--- config.mk ---
export PLATFORM = sky130hd
export DESIGN_NAME = pixel_ring_buffer_flat
export DESIGN_NICKNAME = d
export VERILOG_FILES = /design/src/rtl/pixel_ring_buffer_if.sv /design/src/rtl/pixel_ring_buffer.sv /design/src/flat_wrapper.sv
export SDC_FILE = /design/constraint.sdc
export NUM_CORES = 1
export LEC_CHECK = 0
export ABC_AREA = 1
export BUFFER_PORTS_ARGS = -buffer_cell sky130_fd_sc_hd__buf_4
export CAP_MARGIN = 10
export CORE_MARGIN = 2
export CORE_UTILIZATION = 55
export CTS_CLUSTER_DIAMETER = 120
export DETAILED_ROUTE_END_ITERATION = 8
export PLACE_DENSITY = 0.71
export SLEW_MARGIN = 10
export SYNTH_ARGS = -nofsm -noshare
export SYNTH_HDL_FRONTEND = slang
export SYNTH_SLANG_ARGS = --single-unit
export TNS_END_PERCENT = 30
--- constraint.sdc ---
create_clock -name clk -period 30.4 [get_ports clk]
set_input_delay 3.04 -clock clk [delete_from_list [all_inputs] [get_ports clk]]
set_output_delay 3.04 -clock clk [all_outputs]
set_load 0.02 [all_outputs]
--- src/rtl/pixel_ring_buffer_if.sv ---
// Handshake and observation bundle for the pixel ring buffer.
// The SPI/network side drives through master; the buffer itself uses slave.
interface pixel_ring_buffer_if #(
    parameter int unsigned WIDTH = 8,
    parameter int unsigned DEPTH = 72,
    parameter int unsigned TAPS  = 2
);
    localparam int unsigned POS_W = $clog2(DEPTH);

    logic                    clear;
    logic                    load_valid;
    logic [WIDTH-1:0]        load_data;
    logic                    load_ready;
    logic                    rotate_en;
    logic                    frame_ready;
    logic [POS_W-1:0]        position;
    logic                    frame_wrap;
    logic                    overrun;
    logic [TAPS*WIDTH-1:0]   tap_data;

    modport master (
        output clear, load_valid, load_data, rotate_en,
        input  load_ready, frame_ready, position, frame_wrap, overrun, tap_data
    );

    modport slave (
        input  clear, load_valid, load_data, rotate_en,
        output load_ready, frame_ready, position, frame_wrap, overrun, tap_data
    );
endinterface

--- src/rtl/pixel_ring_buffer.sv ---
// Circular pixel shift chain: filled serially from the SPI side, then rotated
// losslessly from the network side while TAPS words at the output end are visible.
module pixel_ring_buffer #(
    parameter int unsigned WIDTH = 8,
    parameter int unsigned DEPTH = 72,
    parameter int unsigned TAPS  = 2
) (
    input  logic                clk,
    input  logic                rst,
    pixel_ring_buffer_if.slave  bus
);
    localparam int unsigned POS_W = $clog2(DEPTH);
    localparam int unsigned CNT_W = $clog2(DEPTH + 1);

    typedef enum logic [1:0] {
        S_EMPTY   = 2'd0,
        S_LOADING = 2'd1,
        S_FULL    = 2'd2
    } state_e;

    state_e             state_q, state_d;
    logic [CNT_W-1:0]   cnt_q, cnt_d;
    logic [POS_W-1:0]   pos_q, pos_d;
    logic               wrap_q, wrap_d;
    logic               overrun_q, overrun_d;
    logic [WIDTH-1:0]   mem_q [DEPTH];
    logic [WIDTH-1:0]   mem_d [DEPTH];

    // Next-state: clear wins; otherwise the state alone picks load vs rotate.
    always_comb begin
        state_d   = state_q;
        cnt_d     = cnt_q;
        pos_d     = pos_q;
        wrap_d    = 1'b0;
        overrun_d = overrun_q;
        mem_d     = mem_q;

        if (bus.clear) begin
            state_d   = S_EMPTY;
            cnt_d     = '0;
            pos_d     = '0;
            overrun_d = 1'b0;
        end else begin
            case (state_q)
                S_EMPTY, S_LOADING: begin
                    if (bus.load_valid) begin
                        mem_d[0] = bus.load_data;
                        for (int i = 1; i < int'(DEPTH); i++) begin
                            mem_d[i] = mem_q[i-1];
                        end
                        cnt_d   = cnt_q + CNT_W'(1);
                        state_d = (cnt_d == CNT_W'(DEPTH)) ? S_FULL : S_LOADING;
                    end
                end
                S_FULL: begin
                    if (bus.load_valid) begin
                        overrun_d = 1'b1;
                    end
                    if (bus.rotate_en) begin
                        mem_d[0] = mem_q[DEPTH-1];
                        for (int i = 1; i < int'(DEPTH); i++) begin
                            mem_d[i] = mem_q[i-1];
                        end
                        if (pos_q == POS_W'(DEPTH - 1)) begin
                            pos_d  = '0;
                            wrap_d = 1'b1;
                        end else begin
                            pos_d  = pos_q + POS_W'(1);
                        end
                    end
                end
                default: begin
                    state_d = S_EMPTY;
                end
            endcase
        end
    end

    always_ff @(posedge clk or posedge rst) begin
        if (rst) begin
            state_q   <= S_EMPTY;
            cnt_q     <= '0;
            pos_q     <= '0;
            wrap_q    <= 1'b0;
            overrun_q <= 1'b0;
            for (int i = 0; i < int'(DEPTH); i++) begin
                mem_q[i] <= '0;
            end
        end else begin
            state_q   <= state_d;
            cnt_q     <= cnt_d;
            pos_q     <= pos_d;
            wrap_q    <= wrap_d;
            overrun_q <= overrun_d;
            mem_q     <= mem_d;
        end
    end

    assign bus.load_ready  = (state_q != S_FULL);
    assign bus.frame_ready = (state_q == S_FULL);
    assign bus.position    = pos_q;
    assign bus.frame_wrap  = wrap_q;
    assign bus.overrun     = overrun_q;

    // Taps expose the last TAPS entries of the chain, tap 0 nearest the input end.
    for (genvar k = 0; k < int'(TAPS); k++) begin : g_tap
        assign bus.tap_data[k*WIDTH +: WIDTH] = mem_q[DEPTH-TAPS+k];
    end
endmodule

--- src/flat_wrapper.sv ---
// flat-port wrapper written by rule: the top's interface ports become plain ports
module pixel_ring_buffer_flat 
#(
    parameter int unsigned WIDTH = 8,
    parameter int unsigned DEPTH = 72,
    parameter int unsigned TAPS  = 2
)
  (clk, rst, bus_clear, bus_load_valid, bus_load_data, bus_rotate_en, bus_load_ready, bus_frame_ready, bus_position, bus_frame_wrap, bus_overrun, bus_tap_data);
  pixel_ring_buffer_if #(.WIDTH(WIDTH), .DEPTH(DEPTH), .TAPS(TAPS)) bus_i ();
  input  logic clk;
  input  logic rst;
  input wire logic [$bits(bus_i.clear)-1:0] bus_clear;
  input wire logic [$bits(bus_i.load_valid)-1:0] bus_load_valid;
  input wire logic [$bits(bus_i.load_data)-1:0] bus_load_data;
  input wire logic [$bits(bus_i.rotate_en)-1:0] bus_rotate_en;
  output wire logic [$bits(bus_i.load_ready)-1:0] bus_load_ready;
  output wire logic [$bits(bus_i.frame_ready)-1:0] bus_frame_ready;
  output wire logic [$bits(bus_i.position)-1:0] bus_position;
  output wire logic [$bits(bus_i.frame_wrap)-1:0] bus_frame_wrap;
  output wire logic [$bits(bus_i.overrun)-1:0] bus_overrun;
  output wire logic [$bits(bus_i.tap_data)-1:0] bus_tap_data;
  assign bus_i.clear = bus_clear;
  assign bus_i.load_valid = bus_load_valid;
  assign bus_i.load_data = bus_load_data;
  assign bus_i.rotate_en = bus_rotate_en;
  assign bus_load_ready = bus_i.load_ready;
  assign bus_frame_ready = bus_i.frame_ready;
  assign bus_position = bus_i.position;
  assign bus_frame_wrap = bus_i.frame_wrap;
  assign bus_overrun = bus_i.overrun;
  assign bus_tap_data = bus_i.tap_data;
  pixel_ring_buffer #(.WIDTH(WIDTH), .DEPTH(DEPTH), .TAPS(TAPS)) u_core (.clk(clk), .rst(rst), .bus(bus_i));
endmodule
==> summary.md, run 1 <==
| Metric | Value |
|---|---|
| Final instance area | `approximately 26000 um2` |
| Mapped Area | `between 20000 and 25000 um2` |
| Layout area overhead | `9.38%` |
| Routed wire per std cell | `13.5 um` |
| Tot GR Track Use | `between 10% and 20%` |
| H-tree depth | `2` |
| Critical Path AT | `6330 ps` |
| Ys flop type | `dfrtp_1` |
| Worst slew margin | `21.6%` |
| Routed wire length | `~42000 um` |
| Netlist cell types | `25` |
| Clock root buffer | `clkbuf_16` |
| Clock network power share | `39.3%` |
| Final Skew | `a little under 8 ps` |
| P per Cell Area | `roughly 73 nW/um2` |
| FMAX | `roughly 170 MHz` |
| Post-CTS Hold Buffers | `0` |
| DRT Pass-1 Iters | `5` |
| Core Util, Final | `about three fifths` |
| Fin. Hold Viols | `0` |
| Worst-Margin Slew | `1180 ps` |
| Die ar. | `about 44000 um2` |
| Number of synthesized register bits | `between 500 and 600` |
| Core box area | `~42000 um2` |
| Syn Area/Cell | `9.04 um2` |
| TritonCTS clock tree | `done` |
| DP Wirelength | `between 20000 and 25000 um` |
| RSZ-0062 raised after global routing | `false` |
| Die width | `around 210 um` |
| Syn nets | `2604` |
| Post-synth top area cell | `dfrtp_1` |
| Placed insts | `about 3000` |
| Max VDD drop | `43.9 uV` |
| Overall power consumption | `1.88 mW` |
| Post-layout minimum cycle time | `between 5000 and 6000 ps` |
| Layout fillers | `approximately 3500` |
| Async S/R FF share, synth | `100%` |
| Pint | `1.41 mW` |
| Initial drt markers | `approximately 1700` |
| Vias in the first global route | `16500` |
| Critical path data required time | `30980 ps` |
| Port bufs | `39` |
| # rows | `75` |
| Pre-CTS WS | `~24000 ps` |
| Switching share of total power | `about a quarter` |
| Synthesized instance count | `2589` |
| Post-CTS setup buffer count | `0` |
| Global-route wire length before repair | `roughly 74000 um` |
| Status | `finished, final reports clean` |
| CTS buffer count | `58` |
| DRC | `0` |
| Seq pwr share | `51.6%` |
| Most frequent cells after synthesis | `nand2_1, dfrtp_1, nand3_1` |
| Crit path kind | `in2async` |
| Worst Hold Slack | `around 460 ps` |
| Worst-path fanout max | `160` |
| Post-route non-filler standard cell count | `between 3000 and 4000` |
| Final ANT Viol Nets | `0` |
| Post-place instance area | `roughly 24000 um2` |
| CTS max path bufs | `3` |
| Final nets | `approximately 2500` |
| Initial Util | `55.8%` |
| Max-cap viol count | `0` |
| Most common cell in the synthesized netlist | `nand2_1` |
| Synth area leaders | `dfrtp_1, nand2_1, nand3_1` |
| Worst Hold Class | `reg2reg` |
| Vias per cell | `around 5.4` |
| Number of synthesized flops with an enable pin | `0` |
| Largest net degree at the start of global routing | `282` |
| Post-synth top area share | `63.5%` |
| Leak pwr | `around 14 nW` |
| Post-CTS Resized | `0` |
| Vias | `roughly 17000` |
| Clock Sinks | `around 590` |
| Max-slew violation count | `0` |
| Final antenna diode count | `0` |
| Post-synthesis sequential area ratio | `between 60% and 70%` |
| Yosys Warn Count | `0` |
| Final setup vio count | `0` |
| Critical Path End Type | `asynchronous set/reset pin` |
| Remaining global-route overflow | `0` |
| Die height | `210 um` |
| Total net switching power | `between 0.4 and 0.5 mW` |
| I/O pin cnt | `40` |
| Clk slew on worst S/H paths | `~60 ps` |
| TNS Setup | `0 ps` |
| Gpl congestion | `between 0.7 and 0.8` |
| Gate power share | `between 9 and 10%` |
| Final worst-path cycle share | `18.9%` |
| Share of layout cells above drive strength 1 | `6.15%` |
| Startpoint Class | `input pin` |
| Worst-skew pair later-pin latency | `~600 ps` |
| Initial antenna violation count | `0` |
| Final worst slack | `between 20000 and 25000 ps` |
## final cells by class
class                           count  area, um2  area share, %
Sequential cell                   594      14900           58.0
Multi-Input combinational cell   1747       7430           29.0
Clock buffer                       91       1810           7.06
Tap cell                          539        674           2.63
Timing Repair Buffer               54        443           1.73
Inverter                           49        199          0.777
Clock inverter                     17        191          0.747
## power by group through the flow
stage	Sequential, mW	Combinational, mW	Clock, mW
floorplan	0.965	0.149	0
global placement	0.977	0.168	0
detailed placement	0.979	0.175	0
CTS	0.967	0.176	0.756
global route	0.982	0.203	0.788
finish	0.968	0.172	0.737
## state kept, by name, indices dropped and copies added, names as in the netlist
register and cells:
u_core.mem_q 560, u_core.bus.tap_data 16, u_core.bus.position 7, u_core.cnt_q 7
u_core.state_q 2, u_core.bus.frame_wrap 1, u_core.bus.overrun 1
## final timing paths
check,start,end,slack [ps],depth (start not counted)
setup / recovery,rst,u_core.mem_q[157],24650,5
hold / removal,u_core.mem_q[161],u_core.mem_q[153],460,2
setup reg to reg,u_core.state_q[0],u_core.mem_q[86],26860,6
hold reg to reg,u_core.mem_q[161],u_core.mem_q[153],460,2
max in group clk,bus_clear,u_core.mem_q[86],24960,7
min in group asynchronous,rst,u_core.mem_q[19],2530,2
## worst max-delay path, cell delays in order
cell,delay (ps)
buf_4,130
inv_8,460
buf_4,850
buf_12,650
buf_4,860
## layout by cell type (no fill, tap or decap)
| cell | Yosys | final |
|---|---|---|
| nand3_4 | 0 | 1 |
| nand2_1 | 1077 | 1077 |
| inv_8 | 0 | 3 |
| nand4_1 | 2 | 2 |
| nand3_1 | 511 | 511 |
| clkbuf_8 | 0 | 17 |
| nand2_8 | 0 | 1 |
| nor2_4 | 2 | 2 |
| dfrtp_1 | 594 | 594 |
| o31ai_1 | 2 | 2 |
| inv_1 | 46 | 45 |
| buf_4 | 28 | 51 |
| a21oi_1 | 35 | 35 |
| clkbuf_16 | 0 | 61 |
| nor2_1 | 52 | 52 |
| clkinv_2 | 0 | 12 |
| o22ai_1 | 2 | 2 |
| clkbuf_1 | 72 | 13 |
| xor2_1 | 4 | 4 |
| clkinv_1 | 1 | 1 |
| inv_2 | 2 | 1 |
| a22o_1 | 2 | 2 |
| a31oi_1 | 8 | 8 |
| o21ai_0 | 44 | 44 |
| bufinv_16 | 0 | 4 |
| nand2_2 | 2 | 1 |
| ha_1 | 2 | 2 |
| o21bai_1 | 1 | 1 |
| buf_12 | 0 | 3 |
## per-layer routing
metal  wire [um]  vias up  track usage, %  share of wire, %
met1       19900     8220            26.8                48
met5           0        -               0                 0
met4         806        0            6.02               1.9
li1            -     8084               -                 -
met3        1210       59            3.01               2.9
met2       19700      182            32.7                47
## cell families after synthesis
| logic type | Yosys count | share of synthesized area (%) |
|---|---|---|
| AND/OR/NAND/NOR | 1647 | 29.3 |
| flip-flops | 594 | 63.5 |
| buffers and inverters | 248 | 4.88 |
| AO/OA/AOI/OAI | 94 | 2.13 |
| XOR/XNOR | 4 | 0.150 |
| adder cells (fa/ha/maj) | 2 | 0.107 |
No activity file was read; power rests on OpenSTA's default activity.
==> run 2: changes to the inputs <==
Clock period 30.4 ns to 5.6 ns, I/O delays scaled along.
==> run 2 against run 1 <==
Compared with the run above: clock skew grew 1.9 ps; final cell count barely moved; sequential power increased to 5.4 times the previous value; core utilization grew 0.29 points; first-iteration DRC count increased by 5.8%; global-route usage about the same; non-clock buffer count rose by 2; critical endpoint is now u_core.mem_q[461]; register-to-register slack worse by 25000 ps; total power grew to 5.5 times the previous value; final area rose by 0.47%; largest cell class unchanged.
==> summary.md, run 2 (same netlist as run 1, synthesis figures left out) <==
| Metric | Value |
|---|---|
| DRT Pass-1 Iters | `5` |
| Initial drt markers | `1765` |
| Die height | `around 210 um` |
| Worst-skew pair later-pin latency | `roughly 600 ps` |
| GRT busiest layer | `met2` |
| Post-layout minimum cycle time | `between 3000 and 4000 ps` |
| Routed wire length | `41800 um` |
| Critical-path top delay cell | `nand2_8` |
| Final ANT Viol Nets | `0` |
| H-tree depth | `2` |
| Vias in the first global route | `approximately 16000` |
| Worst slew margin | `about a fifth` |
| Final setup vio count | `0` |
| Family with the most delay on the worst path | `simple AND/OR/NAND/NOR gates` |
| M2 GR Usage | `between 30% and 40%` |
| FMAX | `approximately 260 MHz` |
| Final antenna diode count | `0` |
| Post-CTS Resized | `0` |
| Cell Chain, Critical Path | `nor2_4 > nand3_4 > nand2_8 > buf_4 > o21ai_0` |
| Clk slew on worst S/H paths | `~60 ps` |
| Critical path data required time | `around 6000 ps` |
| Final Skew | `~9.8 ps` |
| CTS max path bufs | `3` |
| Status | `finished, final reports clean` |
| Core box area | `~42000 um2` |
| DP Wirelength | `~21000 um` |
| TritonCTS clock tree | `done` |
| Layout fillers | `3477` |
| Fin. Hold Viols | `0` |
| Critical Path End Type | `flip-flop` |
| Gpl congestion | `around 0.78` |
| # rows | `75` |
| Reg area | `around 15000 um2` |
| Buffer and inverter count on the worst path | `1` |
| Final instance area | `about 26000 um2` |
| Die ar. | `approximately 44000 um2` |
| Tot GR Track Use | `19.6%` |
| Final worst slack | `around 1700 ps` |
| Critical Path AT | `4320 ps` |
| Pre-CTS WS | `between 1500 and 2000 ps` |
| Share of layout cells above drive strength 1 | `between 6 and 7%` |
| Max-cap viol count | `0` |
| Final worst-path cycle share | `69.3%` |
| Startpoint Class | `flip-flop` |
| Largest register by flop count | `u_core.mem_q` |
| Port bufs | `39` |
| Clock Sinks | `594` |
| Crit path kind | `reg2reg` |
| Worst Hold Class | `in2async` |
| DRC | `0` |
| Worst Hold Slack | `about 120 ps` |
| Vias per cell | `~5.4` |
| Routed wire per std cell | `between 10 and 15 um` |
| Most frequent cells in the layout | `nand2_1, dfrtp_1, nand3_1` |
| Die width | `210 um` |
| Worst-Margin Slew | `approximately 1200 ps` |
| I/O pin cnt | `40` |
| Max-slew violation count | `0` |
| Largest net degree at the start of global routing | `~250` |
| Max VDD drop | `~230 uV` |
| Layout area overhead | `9.90%` |
| RSZ-0062 raised after global routing | `false` |
| Met1 usage | `between 20 and 30%` |
| GR Util met3 | `between 3 and 4%` |
| Post-CTS Hold Buffers | `0` |
| Final nets | `between 2000 and 3000` |
| Post-place instance area | `~24000 um2` |
| Remaining global-route overflow | `0` |
| Global-route wire length before repair | `approximately 74000 um` |
| P per Cell Area | `~400 nW/um2` |
| Initial Util | `a little under three fifths` |
| Leak pwr | `between 10 and 15 nW` |
| Max reg flops | `560` |
| Vias | `between 15000 and 20000` |
| Post-CTS setup buffer count | `0` |
| CTS buffer count | `between 50 and 60` |
| TNS Setup | `0 ps` |
| Clock root buffer | `clkbuf_16` |
| Initial antenna violation count | `0` |
| Critical path's largest stage delay | `1040 ps` |
| Worst-path fanout max | `approximately 150` |
| Area of the multi-input gates | `about 7400 um2` |
| Leading cell type in the layout, fill and taps excluded | `nand2_1` |
run 2: metal layers:
metal	part of all wire [%]	routed length (um)
met1	48	19900
met2	47	19700
met3	3.8	1600
met4	1.5	630
met5	0	0
run 2: per-stage QoR:
step / power (mW) / instances / util [%]
finish: 10.3 / 3092 / 61.4
global route: 10.8 / 3092 / 61.4
CTS: 10.4 / 3092 / 61.4
detailed placement: 6.27 / 2985 / 56.5
global placement: 6.22 / 2985 / 56.5
floorplan: 6.05 / 2589 / -
run 2: final timing paths:
check                                        from                      to  slack (ps)  cells past startpoint
worst max-delay path            u_core.state_q[0]       u_core.mem_q[461]        1720                      5
worst min-delay path                          rst        u_core.mem_q[43]         120                      2
worst max register to register  u_core.state_q[0]       u_core.mem_q[461]        1720                      5
worst min register to register   u_core.mem_q[22]  u_core.bus.tap_data[6]         470                      2
max in group asynchronous                     rst       u_core.mem_q[265]        3960                      4
min in group clk                   bus_load_valid      u_core.bus.overrun         210                      3
run 2: final cells by class:
class                      instances  area share [%]
tap                              539            2.62
sequential                       594            57.8
clock buffer                      90            7.02
multi-input combinational       1747            28.9
clock inverter                    17           0.943
timing repair buffer              56            2.02
inverter                          49           0.758
run 2: where the power goes:
| part | internal, mW | leakage, nW | switching (mW) |
|---|---|---|---|
| logic | 0.378 | 4.94 | 0.559 |
| registers | 4.91 | 7.92 | 0.347 |
| clock network | 2.48 | 1.00 | 1.61 |
| total | 7.77 | 13.9 | 2.51 |
==> run 3: changes to the inputs <==
Settings changed: PLACE_DENSITY 0.71 to 0.74.
Clock period 5.6 ns to 3.35 ns, I/O delays scaled along.
==> run 3 against run 2 <==
Compared with the run above: clock skew fell by 0.64 ps; die area stayed put; setup slack got worse by 710 ps; critical endpoint is now bus_load_ready; register-to-register slack worse by 650 ps; core utilization grew 0.73 points; sequential cell count stayed put; clock power increased by 62%.
==> summary.md, run 3 (same netlist as run 1, synthesis figures left out) <==
| Metric | Value |
|---|---|
| Gpl congestion | `0.765` |
| Max-slew violation count | `0` |
| Fin. Hold Viols | `0` |
| Status | `finished, final reports clean` |
| Die width | `around 210 um` |
| Die ar. | `about 44000 um2` |
| Final worst-path cycle share | `a little over two thirds` |
| RSZ-0062 raised after global routing | `false` |
| Worst Hold Class | `in2reg` |
| Worst-path fanout max | `14` |
| DRC | `0` |
| Critical Path End Type | `primary output` |
| DP Wirelength | `22700 um` |
| Initial Util | `between 50% and 60%` |
| Overall power consumption | `approximately 17 mW` |
| Leading cell type in the layout, fill and taps excluded | `nand2_1` |
| Clk slew on worst S/H paths | `approximately 60 ps` |
| CTS max path bufs | `3` |
| Final ANT Viol Nets | `0` |
| H-tree depth | `2` |
| Cell Chain, Critical Path | `nor2_4 > clkinv_1 > buf_4` |
| Routed wire per std cell | `~14 um` |
| Metal3 WL | `roughly 1500 um` |
| Critical-path top delay cell | `dfrtp_1` |
| Placed insts | `3005` |
| Largest net degree at the start of global routing | `between 200 and 250` |
| FMAX | `approximately 430 MHz` |
| Leak pwr | `around 14 nW` |
| DRT Pass-1 Iters | `5` |
| Family with the most delay on the worst path | `buffers and inverters` |
| Post-place instance area | `roughly 24000 um2` |
| Final nets | `approximately 2600` |
| Post-layout minimum cycle time | `approximately 2300 ps` |
| Remaining global-route overflow | `0` |
| Final worst slack | `a little over 1000 ps` |
| TritonCTS clock tree | `done` |
| Most frequent cells in the layout | `nand2_1, dfrtp_1, nand3_1` |
| I/O pin cnt | `40` |
| Worst-skew pair later-pin latency | `approximately 600 ps` |
| Max-cap viol count | `0` |
| CTS buffer count | `57` |
| TNS Setup | `0 ps` |
| Die height | `210 um` |
| Critical path data required time | `approximately 3000 ps` |
| Clock root buffer | `clkbuf_16` |
| Final antenna diode count | `0` |
| Metal2 WL | `20800 um` |
| Tot GR Track Use | `between 20% and 30%` |
| Routed wire length | `about 43000 um` |
| Crit path kind | `reg2out` |
| Port bufs | `39` |
| Top Layer Used | `met4` |
| Max VDD drop | `approximately 400 uV` |
| Post-route non-filler standard cell count | `between 3000 and 4000` |
| Largest register by flop count | `u_core.mem_q` |
| Initial drt markers | `between 1500 and 2000` |
| Worst slew margin | `a little under 30%` |
| P per Cell Area | `roughly 660 nW/um2` |
| Final Skew | `9.17 ps` |
| # rows | `75` |
| Critical Path AT | `~2000 ps` |
| Pre-CTS WS | `1090 ps` |
| Worst-Margin Slew | `roughly 1100 ps` |
| Vias per cell | `approximately 5.4` |
| Final instance area | `roughly 26000 um2` |
| Layout fillers | `3363` |
| Initial antenna violation count | `0` |
| Max reg flops | `560` |
| Startpoint Class | `flip-flop` |
| Critical path's largest stage delay | `approximately 410 ps` |
| Sum of routed wire segments on met1 | `about 20000 um` |
| Buffer and inverter count on the worst path | `2` |
| Clock Sinks | `between 500 and 600` |
| Core box area | `~42000 um2` |
| Global-route wire length before repair | `roughly 77000 um` |
| Layout area overhead | `11.2%` |
| Vias | `about 17000` |
| Final setup vio count | `0` |
| Share of layout cells above drive strength 1 | `about 6.9%` |
| Vias in the first global route | `17200` |
[run 3: cell types whose count changed in the layout (fill, tap and decap cells not counted), sizes merged]
cell | before | now
clkinvlp | 4 | 2
buf | 56 | 76
bufinv | 6 | 4
dlygate4sd3 | 0 | 10
inv | 47 | 48
clkinv | 9 | 12
[run 3: final timing paths]
path                                   start                 to  slack [ps]  cells after the start
min in group asynchronous                rst   u_core.mem_q[26]         350                      3
max reg2reg                u_core.state_q[0]  u_core.mem_q[219]        1070                      7
max in group asynchronous                rst  u_core.mem_q[219]        1880                      5
max                        u_core.state_q[0]     bus_load_ready        1010                      3
min reg2reg                u_core.mem_q[494]  u_core.mem_q[486]         460                      2
min                                bus_clear  u_core.state_q[0]          60                      4
[run 3: timing repair]
| item | CTS | global route |
|---|---|---|
| hold buffers | 10 | 0 |
| resized for setup | 0 | 0 |
| hold endpoints to repair | 23 | 0 |
| setup buffers | 0 | 0 |
[run 3: worst reg2reg max path, stage by stage (launching register included)]
cell	delay (ps)
dfrtp_1	410
nor2_4	360
nand3_4	270
nand2_8	500
buf_12	360
buf_4	200
nand2_1	60
nand2_1	60
[run 3: where the power goes]
part	internal [mW]	switching (mW)	total, mW
Combinational	0.669	0.958	1.63
Clock	3.95	2.69	6.64
Sequential	8.21	0.586	8.80
[run 3: per-layer routing]
| metal | track usage [%] | vias to the layer above |
|---|---|---|
| li1 | - | 8134 |
| met1 | 27.6 | 8465 |
| met2 | 34.8 | 240 |
| met3 | 3.59 | 53 |
| met4 | 4.67 | 0 |
| met5 | 0 | - |
[run 3: through the flow]
| stage | hold slack, ps | util, % |
|---|---|---|
| 2_1_floorplan | 443 | - |
| 3_3_place_gp | 412 | 57.1 |
| 3_5_place_dp | 415 | 57.1 |
| 4_1_cts | 22.9 | 62.1 |
| 5_1_grt | 45.4 | 62.1 |
| 6_report | 63.0 | 62.1 |
[run 3: cell type report]
class	instances	area [um2]	share of cell area [%]
sequential	594	14900	57.1
multi-input combinational	1747	7430	28.5
clock buffer	90	1780	6.85
timing repair buffer	86	896	3.44
tap	539	674	2.59
clock inverter	17	195	0.750
inverter	49	195	0.750
